**src/rtl/id_ex_reg_pkg.sv**
```systemverilog
// Shared CPU definitions for the ID/EX boundary: default widths, register-index
// width, control-bundle field offsets and the per-edge update action encoding.
package id_ex_reg_pkg;

    localparam int unsigned DEF_DW     = 32;
    localparam int unsigned DEF_CTRL_W = 12;
    localparam int unsigned DEF_CNT_W  = 16;
    localparam int unsigned REG_W      = 5;

    localparam logic [REG_W-1:0] ZERO_REG = '0;

    // Field offsets inside the opaque control bundle; EX/MEM/WB decode these.
    localparam int unsigned CTRL_ALUOP_LSB    = 0;
    localparam int unsigned CTRL_ALUOP_W      = 4;
    localparam int unsigned CTRL_ALUSRC_BIT   = 4;
    localparam int unsigned CTRL_MEMTOREG_BIT = 5;
    localparam int unsigned CTRL_REGDST_BIT   = 6;
    localparam int unsigned CTRL_BRANCH_BIT   = 7;
    localparam int unsigned CTRL_JUMP_BIT     = 8;

    typedef enum logic [2:0] {
        ACT_RESET,
        ACT_FLUSH,
        ACT_HOLD,
        ACT_BUBBLE,
        ACT_LOAD
    } upd_act_e;

endpackage

```
**src/rtl/load_use_detect.sv**
```systemverilog
// Load-use hazard equation: a load in EX whose destination is read by the
// instruction currently in ID. Writes to $0 never create a dependency.
module load_use_detect
    import id_ex_reg_pkg::*;
(
    input  logic             i_ex_valid,
    input  logic             i_ex_mem_read,
    input  logic [REG_W-1:0] i_ex_rt,
    input  logic             i_id_valid,
    input  logic [REG_W-1:0] i_id_rs,
    input  logic [REG_W-1:0] i_id_rt,
    output logic             o_hazard
);

    logic w_rt_match;

    assign w_rt_match = (i_ex_rt == i_id_rs) | (i_ex_rt == i_id_rt);
    assign o_hazard   = i_ex_valid & i_ex_mem_read & (i_ex_rt != ZERO_REG)
                      & i_id_valid & w_rt_match;

endmodule

```
**src/rtl/id_ex_reg.sv**
```systemverilog
// ID/EX pipeline register with load-use bubble insertion, branch flush,
// downstream hold and a saturating bubble counter.
module id_ex_reg
    import id_ex_reg_pkg::*;
#(
    parameter int unsigned DW     = DEF_DW,
    parameter int unsigned CTRL_W = DEF_CTRL_W,
    parameter int unsigned CNT_W  = DEF_CNT_W
) (
    input  logic              clk,
    input  logic              rst,
    input  logic              id_valid,
    input  logic [DW-1:0]     id_pc,
    input  logic [DW-1:0]     id_rs_data,
    input  logic [DW-1:0]     id_rt_data,
    input  logic [DW-1:0]     id_ext_imm,
    input  logic [REG_W-1:0]  id_rs,
    input  logic [REG_W-1:0]  id_rt,
    input  logic [REG_W-1:0]  id_rd,
    input  logic              id_mem_read,
    input  logic              id_mem_write,
    input  logic              id_reg_write,
    input  logic [CTRL_W-1:0] id_ctrl,
    input  logic              flush,
    input  logic              ex_hold,
    output logic              id_stall,
    output logic              ex_valid,
    output logic [DW-1:0]     ex_pc,
    output logic [DW-1:0]     ex_rs_data,
    output logic [DW-1:0]     ex_rt_data,
    output logic [DW-1:0]     ex_ext_imm,
    output logic [REG_W-1:0]  ex_rs,
    output logic [REG_W-1:0]  ex_rt,
    output logic [REG_W-1:0]  ex_rd,
    output logic              ex_mem_read,
    output logic              ex_mem_write,
    output logic              ex_reg_write,
    output logic [CTRL_W-1:0] ex_ctrl,
    output logic [CNT_W-1:0]  bubble_cnt
);

    logic              r_valid;
    logic [DW-1:0]     r_pc;
    logic [DW-1:0]     r_rs_data;
    logic [DW-1:0]     r_rt_data;
    logic [DW-1:0]     r_ext_imm;
    logic [REG_W-1:0]  r_rs;
    logic [REG_W-1:0]  r_rt;
    logic [REG_W-1:0]  r_rd;
    logic              r_mem_read;
    logic              r_mem_write;
    logic              r_reg_write;
    logic [CTRL_W-1:0] r_ctrl;
    logic [CNT_W-1:0]  r_bubble_cnt;

    logic              w_hazard;
    upd_act_e          w_act;

    load_use_detect u_load_use_detect (
        .i_ex_valid    (r_valid),
        .i_ex_mem_read (r_mem_read),
        .i_ex_rt       (r_rt),
        .i_id_valid    (id_valid),
        .i_id_rs       (id_rs),
        .i_id_rt       (id_rt),
        .o_hazard      (w_hazard)
    );

    // A taken branch kills the dependent instruction, so it never needs to stall.
    assign id_stall = ex_hold | (w_hazard & ~flush);

    always_comb begin
        w_act = ACT_LOAD;
        if (rst) begin
            w_act = ACT_RESET;
        end else if (flush) begin
            w_act = ACT_FLUSH;
        end else if (ex_hold) begin
            w_act = ACT_HOLD;
        end else if (w_hazard) begin
            w_act = ACT_BUBBLE;
        end
    end

    always_ff @(posedge clk) begin
        case (w_act)
            ACT_RESET, ACT_FLUSH, ACT_BUBBLE: begin
                r_valid     <= 1'b0;
                r_pc        <= '0;
                r_rs_data   <= '0;
                r_rt_data   <= '0;
                r_ext_imm   <= '0;
                r_rs        <= '0;
                r_rt        <= '0;
                r_rd        <= '0;
                r_mem_read  <= 1'b0;
                r_mem_write <= 1'b0;
                r_reg_write <= 1'b0;
                r_ctrl      <= '0;
            end
            ACT_LOAD: begin
                r_valid     <= id_valid;
                r_pc        <= id_pc;
                r_rs_data   <= id_rs_data;
                r_rt_data   <= id_rt_data;
                r_ext_imm   <= id_ext_imm;
                r_rs        <= id_rs;
                r_rt        <= id_rt;
                r_rd        <= id_rd;
                r_mem_read  <= id_valid & id_mem_read;
                r_mem_write <= id_valid & id_mem_write;
                r_reg_write <= id_valid & id_reg_write;
                r_ctrl      <= id_valid ? id_ctrl : '0;
            end
            default: begin
            end
        endcase

        if (w_act == ACT_RESET) begin
            r_bubble_cnt <= '0;
        end else if (w_act == ACT_BUBBLE && r_bubble_cnt != '1) begin
            r_bubble_cnt <= r_bubble_cnt + CNT_W'(1);
        end
    end

    assign ex_valid     = r_valid;
    assign ex_pc        = r_pc;
    assign ex_rs_data   = r_rs_data;
    assign ex_rt_data   = r_rt_data;
    assign ex_ext_imm   = r_ext_imm;
    assign ex_rs        = r_rs;
    assign ex_rt        = r_rt;
    assign ex_rd        = r_rd;
    assign ex_mem_read  = r_mem_read;
    assign ex_mem_write = r_mem_write;
    assign ex_reg_write = r_reg_write;
    assign ex_ctrl      = r_ctrl;
    assign bubble_cnt   = r_bubble_cnt;

endmodule

```
**config.mk**
```make
export PLATFORM = sky130hd
export DESIGN_NAME = id_ex_reg
export DESIGN_NICKNAME = d
export VERILOG_FILES = /design/src/rtl/id_ex_reg_pkg.sv /design/src/rtl/load_use_detect.sv /design/src/rtl/id_ex_reg.sv
export SDC_FILE = /design/constraint.sdc
export NUM_CORES = 1
export LEC_CHECK = 0
export ABC_AREA = 1
export CORE_MARGIN = 5
export CORE_UTILIZATION = 30
export DETAILED_ROUTE_END_ITERATION = 12
export HOLD_SLACK_MARGIN = 0.15
export PLACE_DENSITY_LB_ADDON = 0.3
export SLEW_MARGIN = 20
export SYNTH_ARGS = -nofsm -noshare
export SYNTH_HDL_FRONTEND = slang
export SYNTH_SLANG_ARGS = --single-unit
```
**constraint.sdc**
```tcl
create_clock -name clk -period 5.2 [get_ports clk]
set_input_delay 1.04 -clock clk [delete_from_list [all_inputs] [get_ports clk]]
set_output_delay 1.04 -clock clk [all_outputs]
set_load 0.02 [all_outputs]
```
==> results of run 1 <==
-- stage by stage --
step / worst slack, ns / hold slack, ns / cell area (µm²) / util, % / cells
after floorplan: 1.461 / 0.5508 / 7168 / - / 666
after global placement: 1.048 / 0.4828 / 10870 / 46.30 / 1308
after detailed placement: 1.010 / 0.4850 / 10870 / 46.30 / 1308
after CTS: 0.9863 / 0.5044 / 11440 / 48.73 / 1340
after global routing: 0.8657 / 0.5366 / 11440 / 48.74 / 1341
final: 1.023 / 0.5038 / 11440 / 48.74 / 1341
-- state kept, by name (all words and copies together) (netlist names), 5 cells and up --
signal and cells:
bubble_cnt 16, ex_ctrl 12, ex_ext_imm 32, ex_pc 32
ex_rd 5, ex_rs 5, ex_rs_data 32, ex_rt 5
ex_rt_data 32
-- worst min path at each step --
stage / start / endpoint / slack (ns) / depth (start not counted)
detailed placement: bubble_cnt[0] / bubble_cnt[0] / 0.49 / 1
floorplan: bubble_cnt[0] / bubble_cnt[0] / 0.55 / 1
global placement: bubble_cnt[0] / bubble_cnt[0] / 0.48 / 1
finish: bubble_cnt[0] / bubble_cnt[0] / 0.50 / 1
CTS: bubble_cnt[0] / bubble_cnt[0] / 0.50 / 1
global route: bubble_cnt[0] / bubble_cnt[0] / 0.54 / 1
-- worst max-delay path, stage by stage --
cell	delay, ns
clkdlybuf4s50_1	0.49
inv_1	0.06
nand2_1	0.06
nand2_1	0.05
nor2_1	0.21
nand3_1	0.15
a21oi_2	0.23
nor2_2	0.09
a21oi_1	0.14
clkdlybuf4s50_1	0.62
-- power groups by stage --
stage | clock [W] | sequential [W] | combinational [W]
finish | 0.00125 | 0.00163 | 0.000483
global route | 0.00136 | 0.00164 | 0.000515
CTS | 0.00129 | 0.00163 | 0.000491
detailed placement | 0 | 0.00166 | 0.000489
global placement | 0 | 0.00166 | 0.000487
floorplan | 0 | 0.00177 | 0.0000811
-- routing by layer --
metal	wire length [µm]	track usage, %	part of all wire, %
met5	0	0	0
met4	385	4.272	1.9
met3	2130	5.416	10
met1	7972	17.38	38
met2	10250	25.01	49
-- kinds of logic after synthesis --
kind of cell	after synthesis	share of synthesized area [%]
simple gates	269	15.31
compound gates	19	1.484
fa+ha+maj	1	0.1746
xor+xnor	4	0.4890
flops	175	71.10
buf+inv	198	11.44
-- Yosys cell counts --
library cell / instances
nor2_1: 187
inv_1: 178
edfxtp_1: 159
nand2_1: 53
dfxtp_1: 16
nand3_1: 14
buf_4: 12
a21oi_1: 10
nand4_1: 6
o21ai_0: 5
buf_6: 4
xnor2_1: 3
clkbuf_1: 2
nor2_4: 2
nor3_2: 2
a21o_1: 1
a21oi_2: 1
and3_1: 1
buf_2: 1
ha_1: 1
inv_2: 1
nand3b_1: 1
nand4_4: 1
nor2_2: 1
nor3_1: 1
o21a_1: 1
o21bai_1: 1
xor2_1: 1
-- layout make-up --
cell class | count | area [µm²] | area share, %
sequential | 175 | 5095 | 44.54
timing repair buffer | 342 | 3426 | 29.95
multi-input combinational | 293 | 1275 | 11.15
inverter | 179 | 671.9 | 5.873
clock buffer | 18 | 429.2 | 3.752
tap | 319 | 399.1 | 3.489
clock inverter | 14 | 141.4 | 1.236
antenna | 1 | 2.502 | 0.02187
==> run_results.csv, run 1 <==
group,metric,value,unit
run_status,status,"complete, no violations",
grt,grt_pass1_vias,5273,
yosys,synth_area,7166,µm²
pwr,seq_power_share,48.5,%
detailed_routing,wl_per_cell,15.47,µm
detailed_routing,antenna_left,0,
timing,rsz0062_at_grt,"no",
clocking,clock-sinks,175,
clocking,clockBufferDepth,2,
timing,fin_setup_tns,0,ns
pwr,leakage,5.081,nW
placed_design,dp_hpwl,15690,µm
timing,fin_worst_skew,0.01082,ns
clocking,tritoncts,"done",
floorplanning,core_area,23470,µm²
worst_setup_path,required,4.16,ns
layout,area_growth_syn_to_layout,59.65,%
layout,final_common_cell,"clkdlybuf4s50_1",
grt,grt_pass1_wl,30190,µm
worst_setup_path,r2r_start,"ex_rt[4]",
worst_setup_path,reg2regPathDepth,10,
grt,grt_max_degree,83,
layout,layout-drive-gt1-share,4.407,%
clocking,cts.repair.resized,0,
yosys,synth_top_area_share,66.63,%
timing,worst_pin_slew,0.6983,ns
detailed_routing,postRouteWirelength,20740,µm
hold_path,hold_class,"reg2reg",
worst_setup_path,crit_path_max_fanout,3,
worst_setup_path,startpoint,"id_rt[4]",
grt,grt-ovfl-total,0,
floorplanning,rows,56,
worst_setup_path,r2r_end,"ex_ext_imm[21]",
detailed_routing,vias,5458,
worst_setup_path,endpoint_kind,"output pin",
timing,slew_viol_final,0,
pwr,intPower,0.002504,W
worst_setup_path,worst_setup_path_start_kind,"input port",
detailed_routing,route.detailed.drc,0,
floorplanning,die_h,164.6,µm
clocking,clockRootBuffer,"clkbuf_16",
clocking,post_cts_buffers,0,
floorplanning,initial_core_util,30.53,%
clocking,postCtsHoldBufs,0,
layout,final_cell_mix,"clkdlybuf4s50_1, nor2_1, inv_1, edfxtp_1, nand2_1",
pwr,clockPowerShare,37.1,%
grt,antenna_found_initial,1,
placed_design,place_congestion,0.8094,
worst_setup_path,r2r_setup_slack,2.54,ns
yosys,ys_seq_area_share,71.10,%
job,maxCapViolCount,0,
detailed_routing,drt-pass1-iter-count,4,
pwr,power,0.003361,W
layout,nFillCells,2153,
yosys,ys_types,28,
pwr,power_density,293.8,nW/µm²
yosys,postSynthAreaPerCell,10.76,µm²
pwr,p_sw_share,25.52,%
timing,final_hold_viol_count,0,
timing,fin_crit_sh,80.33,%
clocking,htreeDepth,4,
clocking,path_clk_slew,0.07,ns
pwr,p_comb_share,14.4,%
detailed_routing,avgViaCountPerCell,4.070,
clocking,insertion_delay,0.42,ns
floorplanning,io_pins,339,
yosys,netlist_top_cells_area,"edfxtp_1, nor2_1, inv_1, dfxtp_1, nand2_1",
pwr,switchingPower,0.0008577,W
yosys,yosys_warnings,0,
worst_setup_path,endpoint,"id_stall",
pwr,ir_worst_vdd,0.1811,mV
detailed_routing,drt_iter0_drc,300,
timing,max_slew_margin,53.45,%
floorplanning,die_area,27080,µm²
timing,max_freq,239.4,MHz
yosys,yosysTopAreaCell,"edfxtp_1",
yosys,synth_nets,830,
floorplanning,die_w,164.6,µm
yosys,ys_seq_elements,175,
layout,num-nets-final,1172,
grt,grt_use_total,14.67,%
yosys,netlist_instances,666,
worst_setup_path,critical_path_arrival,3.14,ns
timing,finalSetupViolations,0,
clocking,cts_buffers,17,
placed_design,io_buffers,338,
worst_setup_path,crit_type,"in2out",
timing,finalCriticalPeriod,4.177,ns
Power figures use the tool's default switching activity.
==> run 2, diff against run 1 <==
==> constraint.sdc (replaced) <==
create_clock -name clk -period 4.1 [get_ports clk]
set_input_delay 0.82 -clock clk [delete_from_list [all_inputs] [get_ports clk]]
set_output_delay 0.82 -clock clk [all_outputs]
set_load 0.02 [all_outputs]
==> run 2 against run 1 <==
Net effect:
- first-iteration DRC count rose by 37%
- sequential share of layout area down 0.16 points
- register-to-register slack got worse by 0.79 ns
==> run_results.csv, run 2 (synthesis results as in run 1) <==
group,metric,value,unit
run_status,status,"complete, no violations",
floorplanning,core_area,23470,µm²
floorplanning,io_pins,339,
timing,finalSetupViolations,0,
worst_setup_path,crit_type,"in2out",
clocking,post_cts_buffers,0,
worst_setup_path,critical_path_arrival,2.94,ns
pwr,leakage,5.104,nW
detailed_routing,wl_per_cell,15.42,µm
floorplanning,die_area,27080,µm²
timing,holdWs,0.5127,ns
grt,grt_pass1_vias,5362,
timing,max_freq,265.7,MHz
grt,grt_pass1_wl,29930,µm
clocking,clockBufferDepth,2,
timing,slew_viol_final,0,
timing,fin_setup_tns,0,ns
detailed_routing,antenna_left,0,
layout,n_antenna_cell,0,
timing,final_hold_viol_count,0,
pwr,power,0.004284,W
detailed_routing,avgViaCountPerCell,4.094,
layout,layout-drive-gt1-share,4.412,%
placed_design,io_buffers,338,
layout,final_cell_mix,"clkdlybuf4s50_1, nor2_1, inv_1, edfxtp_1, nand2_1",
detailed_routing,postRouteWirelength,20650,µm
floorplanning,initial_core_util,30.53,%
layout,final_common_cell,"clkdlybuf4s50_1",
grt,grt_use_total,14.48,%
layout,utilization,48.91,%
grt,grt_max_degree,71,
pwr,power_density,373.1,nW/µm²
clocking,postCtsHoldBufs,0,
placed_design,place_congestion,0.8232,
clocking,htreeDepth,4,
worst_setup_path,worst_setup_path_start_kind,"input port",
layout,nFillCells,2169,
timing,rsz0062_at_grt,"no",
detailed_routing,drt-pass1-iter-count,4,
detailed_routing,route.detailed.drc,0,
layout,multi_input_area,1275,µm²
worst_setup_path,required,3.28,ns
floorplanning,die_h,164.6,µm
hold_path,hold_class,"reg2reg",
timing,finalCriticalPeriod,3.764,ns
layout,ff_latch_area,5095,µm²
grt,grt-ovfl-total,0,
timing,fin_worst_skew,0.01524,ns
clocking,cts_buffers,17,
floorplanning,die_w,164.6,µm
clocking,insertion_delay,0.43,ns
clocking,tritoncts,"done",
layout,num-nets-final,1172,
pwr,ir_worst_vdd,0.2304,mV
layout,area_growth_syn_to_layout,60.21,%
job,maxCapViolCount,0,
clocking,path_clk_slew,0.07,ns
worst_setup_path,crit_path_max_fanout,3,
clocking,cts.repair.resized,0,
placed_design,dp_hpwl,15440,µm
clocking,clock-sinks,175,
timing,worst_pin_slew,0.5986,ns
detailed_routing,drt_iter0_drc,410,
detailed_routing,vias,5482,
timing,max_slew_margin,60.10,%
worst_setup_path,endpoint_kind,"output pin",
timing,fin_crit_sh,91.81,%
clocking,clockRootBuffer,"clkbuf_16",
grt,antenna_found_initial,0,
floorplanning,rows,56,
run 2: changes by cell type in the layout (fill, tap and decap cells not counted):
cell,before,now
buf_12,1,4
buf_4,3,0
clkbuf_1,1,0
clkinv_4,3,5
clkinv_8,1,2
clkinvlp_4,1,0
diode_2,1,0
inv_6,4,2
run 2: metrics by stage:
stage | instance area [µm²] | worst slack (ns) | std cells
floorplan | 7168 | 0.5809 | 666
global placement | 10900 | 0.3734 | 1308
detailed placement | 10900 | 0.3443 | 1308
CTS | 11480 | 0.3217 | 1339
global route | 11480 | 0.1862 | 1339
finish | 11480 | 0.3360 | 1339
run 2: worst max-delay path, stage by stage:
cell and delay (ns):
clkdlybuf4s50_1 0.49, inv_1 0.06, nand2_1 0.05, nand2_1 0.05, nor2_1 0.23, nand3_1 0.16, a21oi_2 0.23, nor2_2 0.09
a21oi_1 0.14, clkdlybuf4s50_1 0.62
run 2: layer usage:
metal | GRT usage (%) | up-vias | wire length, µm
li1 | - | 2718 | -
met1 | 15.92 | 2516 | 7674
met2 | 25.70 | 226 | 10250
met3 | 5.690 | 22 | 2311
met4 | 4.537 | 0 | 416
met5 | 0 | - | 0
run 2: final timing paths:
kind | startpoint | to | slack (ns) | cells after the start
worst max-delay path | id_rt[4] | id_stall | 0.34 | 10
worst min-delay path | bubble_cnt[0] | bubble_cnt[0] | 0.51 | 1
worst max register to register | ex_rt[4] | ex_pc[5] | 1.75 | 10
worst min register to register | bubble_cnt[0] | bubble_cnt[0] | 0.51 | 1
run 2: report_power, final:
part,internal [W],switching (W)
sequential,0.00204,0.0000282
clock,0.000814,0.000788
combinational,0.000324,0.000291
total,0.00318,0.00111
run 2: final cells by class:
class	count	share of cell area, %
inverters	179	5.853
flip-flops and latches	175	44.38
repair buffers	342	30.17
clock buffers	17	3.706
clock inverters	14	1.308
multi-input cells	293	11.11
well taps	319	3.477
==> run 3, diff against run 2 <==
--- a/config.mk
+++ b/config.mk
@@ -6,6 +6,7 @@
 export NUM_CORES = 1
 export LEC_CHECK = 0
 export ABC_AREA = 1
+export CAP_MARGIN = 10
 export CORE_MARGIN = 5
 export CORE_UTILIZATION = 30
 export DETAILED_ROUTE_END_ITERATION = 12
==> results of run 3 <==
Final layout, timing and power as in run 2 (identical DEF).
